$ cat config.mk
export PLATFORM = sky130hd
export DESIGN_NAME = serial_adder
export DESIGN_NICKNAME = d
export VERILOG_FILES = /design/src/rtl/serial_adder.sv
export SDC_FILE = /design/constraint.sdc
export NUM_CORES = 1
export LEC_CHECK = 0
export ABC_AREA = 1
export CAP_MARGIN = 0
export CORE_ASPECT_RATIO = 0.5
export CORE_MARGIN = 2
export CORE_UTILIZATION = 52
export DETAILED_ROUTE_END_ITERATION = 6
export GPL_ROUTABILITY_DRIVEN = 0
export PLACE_DENSITY = 0.91
export SYNTH_ARGS = -nofsm -noshare
export SYNTH_HDL_FRONTEND = slang
export SYNTH_SLANG_ARGS = --single-unit
$ cat constraint.sdc
create_clock -name clk -period 1.5 [get_ports clk]
set_input_delay 0.3 -clock clk [delete_from_list [all_inputs] [get_ports clk]]
set_output_delay 0.3 -clock clk [all_outputs]
set_load 0.02 [all_outputs]
$ cat src/rtl/serial_adder.sv
// Bit-serial adder: one full-adder cell and a registered carry.
// It adds two WIDTH-bit operands plus carry-in, one bit per clock, LSB first.
//
// Handshake (valid/ready): start is the request. It is accepted on any rising
// edge where the block is not busy (state IDLE or DONE). Operands are captured
// on that same edge. A start seen while busy is ignored and has no side effect.
// done pulses for exactly one cycle when sum/cout take the new result.
// A start during that DONE cycle begins the next run with no idle gap.
module serial_adder #(
  parameter int WIDTH = 8
) (
  input  logic             clk,
  input  logic             rst,
  input  logic             start,
  input  logic [WIDTH-1:0] a,
  input  logic [WIDTH-1:0] b,
  input  logic             cin,
  output logic             busy,
  output logic             done,
  output logic [WIDTH-1:0] sum,
  output logic             cout
);

  // The bit counter must reach WIDTH-1. The width is at least 1 so that
  // WIDTH=1 still has a legal vector.
  localparam int CW = (WIDTH > 1) ? $clog2(WIDTH) : 1;
  localparam logic [CW-1:0] LAST_BIT = CW'(WIDTH - 1);

  typedef enum logic [1:0] {
    IDLE = 2'd0,
    RUN  = 2'd1,
    DONE = 2'd2
  } state_t;

  state_t           state;
  state_t           state_nxt;

  logic [WIDTH-1:0] sa;       // operand A shift register, LSB consumed first
  logic [WIDTH-1:0] sb;       // operand B shift register
  logic [WIDTH-1:0] ps;       // partial sum, filled from the MSB side
  logic [WIDTH-1:0] ps_nxt;   // partial sum after this cycle's bit
  logic [WIDTH-1:0] s_msb;    // this cycle's sum bit placed at the MSB
  logic             cr;       // carry between bit positions
  logic [CW-1:0]    cnt;      // index of the bit being processed

  logic             fa_s;
  logic             fa_c;
  logic             accept;
  logic             last;

  // Full-adder cell on the current LSBs and the carry, plus the shifted partial sum.
  always_comb begin
    fa_s           = sa[0] ^ sb[0] ^ cr;
    fa_c           = (sa[0] & sb[0]) | (cr & (sa[0] ^ sb[0]));
    s_msb          = '0;
    s_msb[WIDTH-1] = fa_s;
    // Shifting right and then OR-ing in the MSB also works when WIDTH=1.
    ps_nxt         = (ps >> 1) | s_msb;
  end

  // A request is taken only when not running. The run ends on the last bit.
  assign accept = (state != RUN) && start;
  assign last   = (state == RUN) && (cnt == LAST_BIT);

  // State register.
  always_ff @(posedge clk or posedge rst) begin
    if (rst) begin
      state <= IDLE;
    end else begin
      state <= state_nxt;
    end
  end

  // Next-state logic. busy and done are decoded directly from the state.
  always_comb begin
    state_nxt = state;
    busy      = 1'b0;
    done      = 1'b0;
    case (state)
      IDLE: begin
        state_nxt = accept ? RUN : IDLE;
      end
      RUN: begin
        busy      = 1'b1;
        state_nxt = last ? DONE : RUN;
      end
      DONE: begin
        done      = 1'b1;
        state_nxt = accept ? RUN : IDLE;
      end
      default: begin
        state_nxt = IDLE;
      end
    endcase
  end

  // Datapath: capture on accept, process one bit per RUN cycle, publish on the last bit.
  always_ff @(posedge clk or posedge rst) begin
    if (rst) begin
      sa   <= '0;
      sb   <= '0;
      ps   <= '0;
      cr   <= 1'b0;
      cnt  <= '0;
      sum  <= '0;
      cout <= 1'b0;
    end else if (accept) begin
      sa  <= a;
      sb  <= b;
      ps  <= '0;
      cr  <= cin;
      cnt <= '0;
    end else if (state == RUN) begin
      sa  <= sa >> 1;
      sb  <= sb >> 1;
      ps  <= ps_nxt;
      cr  <= fa_c;
      cnt <= cnt + CW'(1);
      // sum/cout change only here, so no intermediate bits are ever visible.
      if (last) begin
        sum  <= ps_nxt;
        cout <= fa_c;
      end
    end
  end

endmodule

## After elaboration in Yosys (flattened, before gate mapping)

Index checks and enable logic that the tools add are counted.
Widths: inputs -> output; s select.

| operators by class | value |
|---|---|
| add/subtract/negate cells | 1 |
| $mul | 0 |
| div/mod/pow operators | 0 |
| order comparisons | 0 |
| equal/unequal tests | 4 |
| shift operators | 0 |
| multiplexer cells | 15 |
| bitwise logic cells | 7 |
| reduce and logical (&&, ||, !) cells | 6 |

Operator list:

| kind | count |
|---|---|
| $mux 8 | 6 |
| $or 7x8->8 | 1 |
| $mux 3 | 2 |
| $mux 1 | 5 |
| $pmux 2 s2 | 1 |
| $add 3x1->3 const B | 1 |
| $eq 3x3->1 const B | 1 |
| $reduce_and 3->1 | 1 |
| $and 1x1->1 | 2 |
| $eq 2x1->1 const B | 1 |
| $eq 2x2->1 const B | 1 |
| $logic_and 1x1->1 | 2 |
| $logic_not 2->1 | 1 |
| $mux 2 | 1 |
| $ne 2x1->1 const B | 1 |
| $reduce_bool 2->1 | 1 |
| $reduce_or 2->1 | 1 |
| $xor 1x1->1 | 2 |
| $not 1->1 | 1 |
| $or 1x1->1 | 1 |

| storage, ports and cells | value |
|---|---|
| register bits after elaboration | 39 |
| bits in latches | 0 |
| memory bits (writable) | 0 |
| memory bits (read-only) | 0 |
| input port bits | 20 |
| memories kept | 0 |

## Depth between registers and ports, before layout

Gate-level depths: netlist of the first run.

| logic depth | value |
|---|---|
| depth after elaboration | 5 |
| mapped depth | 6 |
| depth with buffers taken out | 6 |

## Worst setup path after synthesis of the first run

No wires, ideal clock.

| timing | value |
|---|---|
| path type | reg-to-reg |
| from | register cnt[0] |
| to | register sum[7] |
| library setup time | 0.117 ns |
| arrival | 1.089 ns |
| required time | 1.383 ns |
| slack | 0.295 ns |
| stages on the path, launching flop included | 7 |
| period minus slack after synthesis | 1.205 ns |
| cell sequence | dfrtp_1 > ha_1 > ha_1 > inv_1 > nor2_8 > nand2_1 > nand2_1 |

| on the way | value |
|---|---|
| word-level cells in the longest chain between the ends | 3 |

Ends and longest elaborated chain:

| item | line | source |
|---|---|---|
| start, declared | 44 | `logic [CW-1:0] cnt;` |
| start signal, assigned | 118 | `cnt <= cnt + CW'(1);` |
| $eq 3x3->1 | 63 | `assign last = (state == RUN) && (cnt == LAST_BIT);` |
| $logic_and 1x1->1 | 63 |  |
| $reduce_and 3->1 (no source line) | - |  |
| end signal, assigned | 121 | `sum <= ps_nxt;` |
| end, declared | 20 | `output logic [WIDTH-1:0] sum,` |

No other way between the ends.
A chain may end at the register's enable or synchronous reset.

## Final worst setup path of the first run

| timing | value |
|---|---|
| from | register cnt[0] |
| to | register cout |

| on the way | value |
|---|---|
| word-level cells in the longest chain between the ends | 3 |

Ends and longest elaborated chain:

| item | line | source |
|---|---|---|
| $eq 3x3->1 | 63 |  |
| $logic_and 1x1->1 | 63 |  |
| $reduce_and 3->1 (no source line) | - |  |
| end signal, assigned | 106 | `cout <= 1'b0;` |
| end signal, assigned | 122 | `cout <= fa_c;` |
| end, declared | 21 | `output logic cout` |

No other way between the ends.

==> results.cfg, run 1 <==
[grt]
grt_use_met2 = 0.340
grt_pass1_wl_um = 5840
grt_busiest_layer = met2
grt_pass1_vias = 1323
antenna_found_initial = 0
gr-usage-all-layers = 0.200
grt_use_met1 = 0.251
grt_use_met3 = 0.0622
overflow = 0
grt_max_degree = 39

[critical_path]
cp-start-kind = register
worst_path_max_delay_cell = dfrtp_1
worstPathRequired_ns = 1.67
cp_top_family = adder cells
r2r_start = cnt[0]$_DFFE_PP0P_
critPathCaptureType = register
slowest_delay_ns = 0.42
critPathKind = register to register
crit_start = cnt[0]$_DFFE_PP0P_
path_cells = ha_1 > ha_1 > inv_1 > nor2_8 > nand2_1 > nand2_1
path_max_fanout = 10
arrival_ns = 1.52
crit_buf_inv = 1

[sta]
setup_slack_ns = 0.146
worst_clock_skew_ns = 0.0103
fmaxAchievable_ghz = 0.739
post-route-min-period_ns = 1.35
rsz0062_at_grt = false
setup_viol = 0
max-slew-margin-rel = 0.822
tightest_slew_ns = 0.266
min_period_over_period = 0.902
drv_slew = 0
timing.final.hold_violations = 0
fin_setup_tns_ns = 0

[yosys]
netlist.area_leader.share = 0.536
avgSynthCellArea_um2 = 9.69
yosysTopAreaCell = dfrtp_1
synthDistinctLibCells = 22
synth_edf_count = 0
synth_seq_area_share = 0.536
synth-async-reset-ratio = 1.00
yosys-top-cells-area = dfrtp_1, nand3_1, nand2_1, nand3_2, buf_12
synthTopCellsByCount = nand2_1, nand3_1, dfrtp_1
synth_ff_type = dfrtp_1
ys_seq_elements = 38
synth_nets = 206
netlist_instances = 183
synth_warnings = 0
synth_area_um2 = 1770
synth_most_common_cell = nand2_1

[power_and_ir_drop]
seqPwrFrac = 0.415
p_clk_frac = 0.174
switching_share = 0.391
peakVddDrop_v = 0.000835
powerDensity_nw_per_um2 = 1890
power.internal_mw = 2.53
pwr-share-comb = 0.411
switchingPower_mw = 1.62
leakage_nw = 1.07

[clock_network]
cts_htree_levels = 2
post-cts-setup-buffers = 0
cts_tree = yes
root_buffer = clkbuf_8
clk_pin_slew_ns = 0.07
numCtsBuffers = 5
clock_path_buffers = 2
cts_sinks = 38
insertion_delay_ns = 0.29

[route]
vias_per_cell = 5.26
wl_um = 3410
ant_nets = 0
dr.pass1.iters = 4
drc = 0
wl_per_cell_um = 13.2
initialDrtViolationCount = 94
num_vias = 1356

[placed_design]
dp_slack_ns = 0.0613
hpwlAfterDp_um = 2250
io_buffers = 30

[final_layout]
area_growth_pct = 23.6
final_util = 0.703
fillers = 242
nets = 240
drive_above_1_share = 0.170
diodes = 0
multiInputGateArea_um2 = 679
seqCellArea_um2 = 951

[floorplan]
initial_core_util = 0.569
die_x_um = 86.6
dieArea_um2 = 3920
die_h_um = 45.3
row_count = 14
io_pins = 31
core_um2 = 3120

[run]
drv_cap = 0

[worst_hold_path]
hp-class = input port to async pin

[outcome]
status = complete, no violations
-- metal layers --
layer | part of all wire | vias to the layer above
met5 | 0 | -
met4 | 0.014 | 0
met3 | 0.054 | 6
met2 | 0.47 | 39
met1 | 0.46 | 639
li1 | - | 672
-- through the flow --
stage                     power (mW)  instances  hold WS (ns)  instance area [um^2]
after floorplan                 3.04        183         0.438                  1770
after global placement          3.45        250         0.451                  2120
after detailed placement        3.54        250         0.452                  2120
after CTS                       4.17        258         0.366                  2200
after global routing            4.45        258         0.406                  2190
final                           4.15        258         0.359                  2190
-- path summary, 6_finish.rpt --
path,end,slack (ns),cells after the start
min in group clk,sum[3]$_DFFE_PP0P_,0.46,2
setup reg to reg,cout$_DFFE_PP0P_,0.15,6
hold / removal,sum[2]$_DFFE_PP0P_,0.36,3
hold reg to reg,sum[3]$_DFFE_PP0P_,0.46,2
setup / recovery,cout$_DFFE_PP0P_,0.15,6
max in group asynchronous,ps[4]$_DFFE_PP0P_,0.95,3
-- state kept, by name, indices dropped and copies added, names as in the netlist --
| signal | cells |
|---|---|
| state | 2 |
| sb | 8 |
| sum | 8 |
| cr | 1 |
| ps | 7 |
| cnt | 3 |
| sa | 8 |
| cout | 1 |
-- tightest hold or removal path, cell delays in order --
cell and delay, ns:
clkdlybuf4s50_1 0.39, inv_1 0.09, buf_12 0.23
-- logic make-up after synthesis --
logic type	share of synthesized area
flops	0.536
compound gates	0.0318
fa+ha+maj	0.0254
simple gates	0.326
buf+inv	0.0804
-- layout by cell type (no fill, tap or decap), drive strengths merged --
master,count
nand2,56
nand3,56
dfrtp,38
clkdlybuf4s50,19
dlygate4sd2,9
clkbuf,9
inv,8
buf,8
o21ai,7
nor2,3
ha,2
o22ai,1
fa,1
clkinv,1
-- area by class of cell --
class | count | area share
clock buffer | 7 | 0.0394
clock inverter | 1 | 0.00228
inverter | 8 | 0.0137
multi-input combinational | 126 | 0.310
sequential | 38 | 0.434
tap | 40 | 0.0228
timing repair buffer | 38 | 0.178
-- repair_timing --
item	in CTS	in global routing
resized for setup	11	4
pin swaps	0	0
hold buffers	0	0
endpoints found under the setup margin	11	2
cloned	0	0
-- power groups by stage --
stage	Clock [mW]	Sequential, mW	Combinational, mW
floorplan	0	1.84	1.20
global placement	0	1.71	1.74
CTS	0.728	1.72	1.72
global route	0.779	1.77	1.90
detailed placement	0	1.74	1.80
finish	0.723	1.72	1.70
Note: power is estimated with default switching activity, not from simulation.
==> run 2: changes to the inputs <==
--- a/config.mk
+++ b/config.mk
@@ -5,7 +5,6 @@
 export SDC_FILE = /design/constraint.sdc
 export NUM_CORES = 1
 export LEC_CHECK = 0
-export ABC_AREA = 1
 export CAP_MARGIN = 0
 export CORE_ASPECT_RATIO = 0.5
 export CORE_MARGIN = 2
==> run 2 against run 1 <==
  * Cell count down 21%
  * Clock-buffer cell count unchanged
  * Critical path depth is 1 lower
  * Global-route usage shrank 2.6 points
  * Clock skew fell by 0.00075 ns
  * Combinational power increased by 9%
  * Setup slack worse by 0.11 ns
  * Register-to-register slack got worse by 0.11 ns
  * First-iteration DRC count decreased by 62%
  * Critical endpoint is now sum[7]$_DFFE_PP0P_
  * Largest power group is now combinational cells
==> results.cfg, run 2 <==
[route]
dr.pass1.iters = 2
met1_length_um = 1520
ant_nets = 0
initialDrtViolationCount = 36
drc = 0
vias_per_cell = 4.96
wl_met3_um = 91
wl_um = 3060
num_vias = 1007
wl_met2_um = 1430
wl_per_cell_um = 15.1
topRoutingLayerUsed = met4

[run]
drv_cap = 0

[grt]
grt_pass1_wl_um = 5040
overflow = 0
antenna_found_initial = 0
grt_max_degree = 39
gr-usage-all-layers = 0.174
grt_pass1_vias = 1080

[clock_network]
cts_tree = yes
numCtsBuffers = 5
cts_sinks = 38
cts_htree_levels = 2
insertion_delay_ns = 0.29
hold_buffers = 0
clock_path_buffers = 2
root_buffer = clkbuf_8
clk_pin_slew_ns = 0.08

[yosys]
yosys-top-cells-area = dfrtp_1, mux2_2, mux2_4, nor2b_1, buf_6
synthDistinctLibCells = 14
synth_warnings = 0
synth-async-reset-ratio = 1.00
avgSynthCellArea_um2 = 15.2
synthTopCellsByCount = dfrtp_1, mux2_2, mux2_4
synth_ff_type = dfrtp_1
yosysTopAreaCell = dfrtp_1
synth_edf_count = 0
netlist.area_leader.share = 0.527
ys_seq_elements = 38
synth_seq_area_share = 0.527
synth_most_common_cell = dfrtp_1
netlist_instances = 119
synth_area_um2 = 1800
synth_nets = 142

[sta]
tightest_slew_ns = 0.363
fmaxAchievable_ghz = 0.683
drv_slew = 0
max-slew-margin-rel = 0.758
setup_viol = 0
worst_clock_skew_ns = 0.00959
post-route-min-period_ns = 1.46
timing.final.hold_violations = 0
rsz0062_at_grt = true
min_period_over_period = 0.976

[floorplan]
die_x_um = 87.3
dieArea_um2 = 3990
io_pins = 31
core_um2 = 3380
initial_core_util = 0.534
row_count = 15
die_h_um = 45.7

[critical_path]
slowest_delay_ns = 0.39
arrival_ns = 1.63
critPathKind = register to register
cp-start-kind = register
critPathCaptureType = register
worst_path_max_delay_cell = dfrtp_1
path_max_fanout = 5
worstPathRequired_ns = 1.67
path_cells = ha_2 > ha_4 > nand3b_1 > buf_6 > mux2_4

[final_layout]
drive_above_1_share = 0.435
area_growth_pct = 29.5
nets = 183
layout_commonest_cell = dfrtp_1
final_util = 0.692
fillers = 222
reg.largest.list = sa x8, sb x8, sum x8
multiInputGateArea_um2 = 822
seqCellArea_um2 = 951
diodes = 0
mostFrequentLayoutCells = dfrtp_1, mux2_2, mux2_4

[placed_design]
hpwlAfterDp_um = 1980
io_buffers = 30

[power_and_ir_drop]
powerDensity_nw_per_um2 = 1900
peakVddDrop_v = 0.000844
leakage_nw = 1.14
power.total_mw = 4.44

[outcome]
status = complete, no violations

[worst_hold_path]
hp-class = input port to async pin
[run 2: changes by cell type after synthesis, moves of 3 or more]
cell | before | now
inv_2 | 3 | 0
nand2_1 | 53 | 0
o21ai_2 | 4 | 0
mux2_4 | 0 | 14
mux2_2 | 0 | 35
nor2b_1 | 0 | 10
nand3_1 | 48 | 0
nand3_2 | 8 | 0
mux2i_1 | 0 | 3
[run 2: where the power goes]
part / switching [mW] / total [mW] / internal [mW]
Sequential: 0.269 / 1.74 / 1.47
Clock: 0.347 / 0.845 / 0.498
Combinational: 0.714 / 1.86 / 1.14
Total: 1.33 / 4.44 / 3.11
[run 2: stage by stage]
| stage | cells | hold slack [ns] | setup slack (ns) | TNS [ns] | cell area [um^2] |
|---|---|---|---|---|---|
| 4_1_cts | 204 | 0.362 | -0.0484 | -0.213 | 2370 |
| 6_report | 203 | 0.355 | 0.0353 | 0 | 2340 |
| 5_1_grt | 203 | 0.394 | -0.0228 | -0.103 | 2340 |
| 2_1_floorplan | 119 | 0.453 | 0.0230 | 0 | 1800 |
| 3_3_place_gp | 191 | 0.473 | -0.198 | -3.36 | 2180 |
| 3_5_place_dp | 191 | 0.482 | -0.217 | -3.95 | 2180 |
[run 2: layout make-up]
cell class	count	area share
flip-flops and latches	38	0.407
multi-input cells	71	0.352
repair buffers	41	0.169
clock buffers	7	0.0327
well taps	42	0.0225
clock inverters	1	0.0128
inverters	3	0.00482
[run 2: final timing paths]
kind	from	endpoint	slack [ns]	depth (start not counted)
max reg2reg	cnt[0]$_DFFE_PP0P_	sum[7]$_DFFE_PP0P_	0.04	5
min	rst	state[1]$_DFF_PP0_	0.36	3
max	cnt[0]$_DFFE_PP0P_	sum[7]$_DFFE_PP0P_	0.04	5
min reg2reg	sb[4]$_DFFE_PP0P_	sb[3]$_DFFE_PP0P_	0.50	1
min in group clk	sb[4]$_DFFE_PP0P_	sb[3]$_DFFE_PP0P_	0.50	1
max in group asynchronous	rst	cr$_DFFE_PP0P_	0.96	3
[run 2: timing repair]
action / CTS / global route
endpoints found under the setup margin: 20 / 11
setup buffers: 4 / 1
gates cloned: 1 / 0
pin swaps: 0 / 0
gates resized for setup: 26 / 6
[run 2: metal layers]
metal | vias to the layer above | global-route usage
met3 | 4 | 0.0489
met2 | 18 | 0.295
li1 | 489 | -
met4 | 0 | 0.0462
met5 | - | 0
met1 | 496 | 0.224
[run 2: critical path, delay by kind of cell (launching register included)]
family / cells / cell delay [ns]
multiplexers: 1 / 0.30
adder cells (fa/ha/maj): 2 / 0.35
AND/OR/NAND/NOR: 1 / 0.13
flip-flops: 1 / 0.39
buffers and inverters: 1 / 0.16
[run 2: cell families after synthesis]
family,share of synthesized area
muxes,0.352
DFF,0.527
and+or+nand+nor,0.0520
buffers and inverters,0.0444
adders and majority gates,0.0250
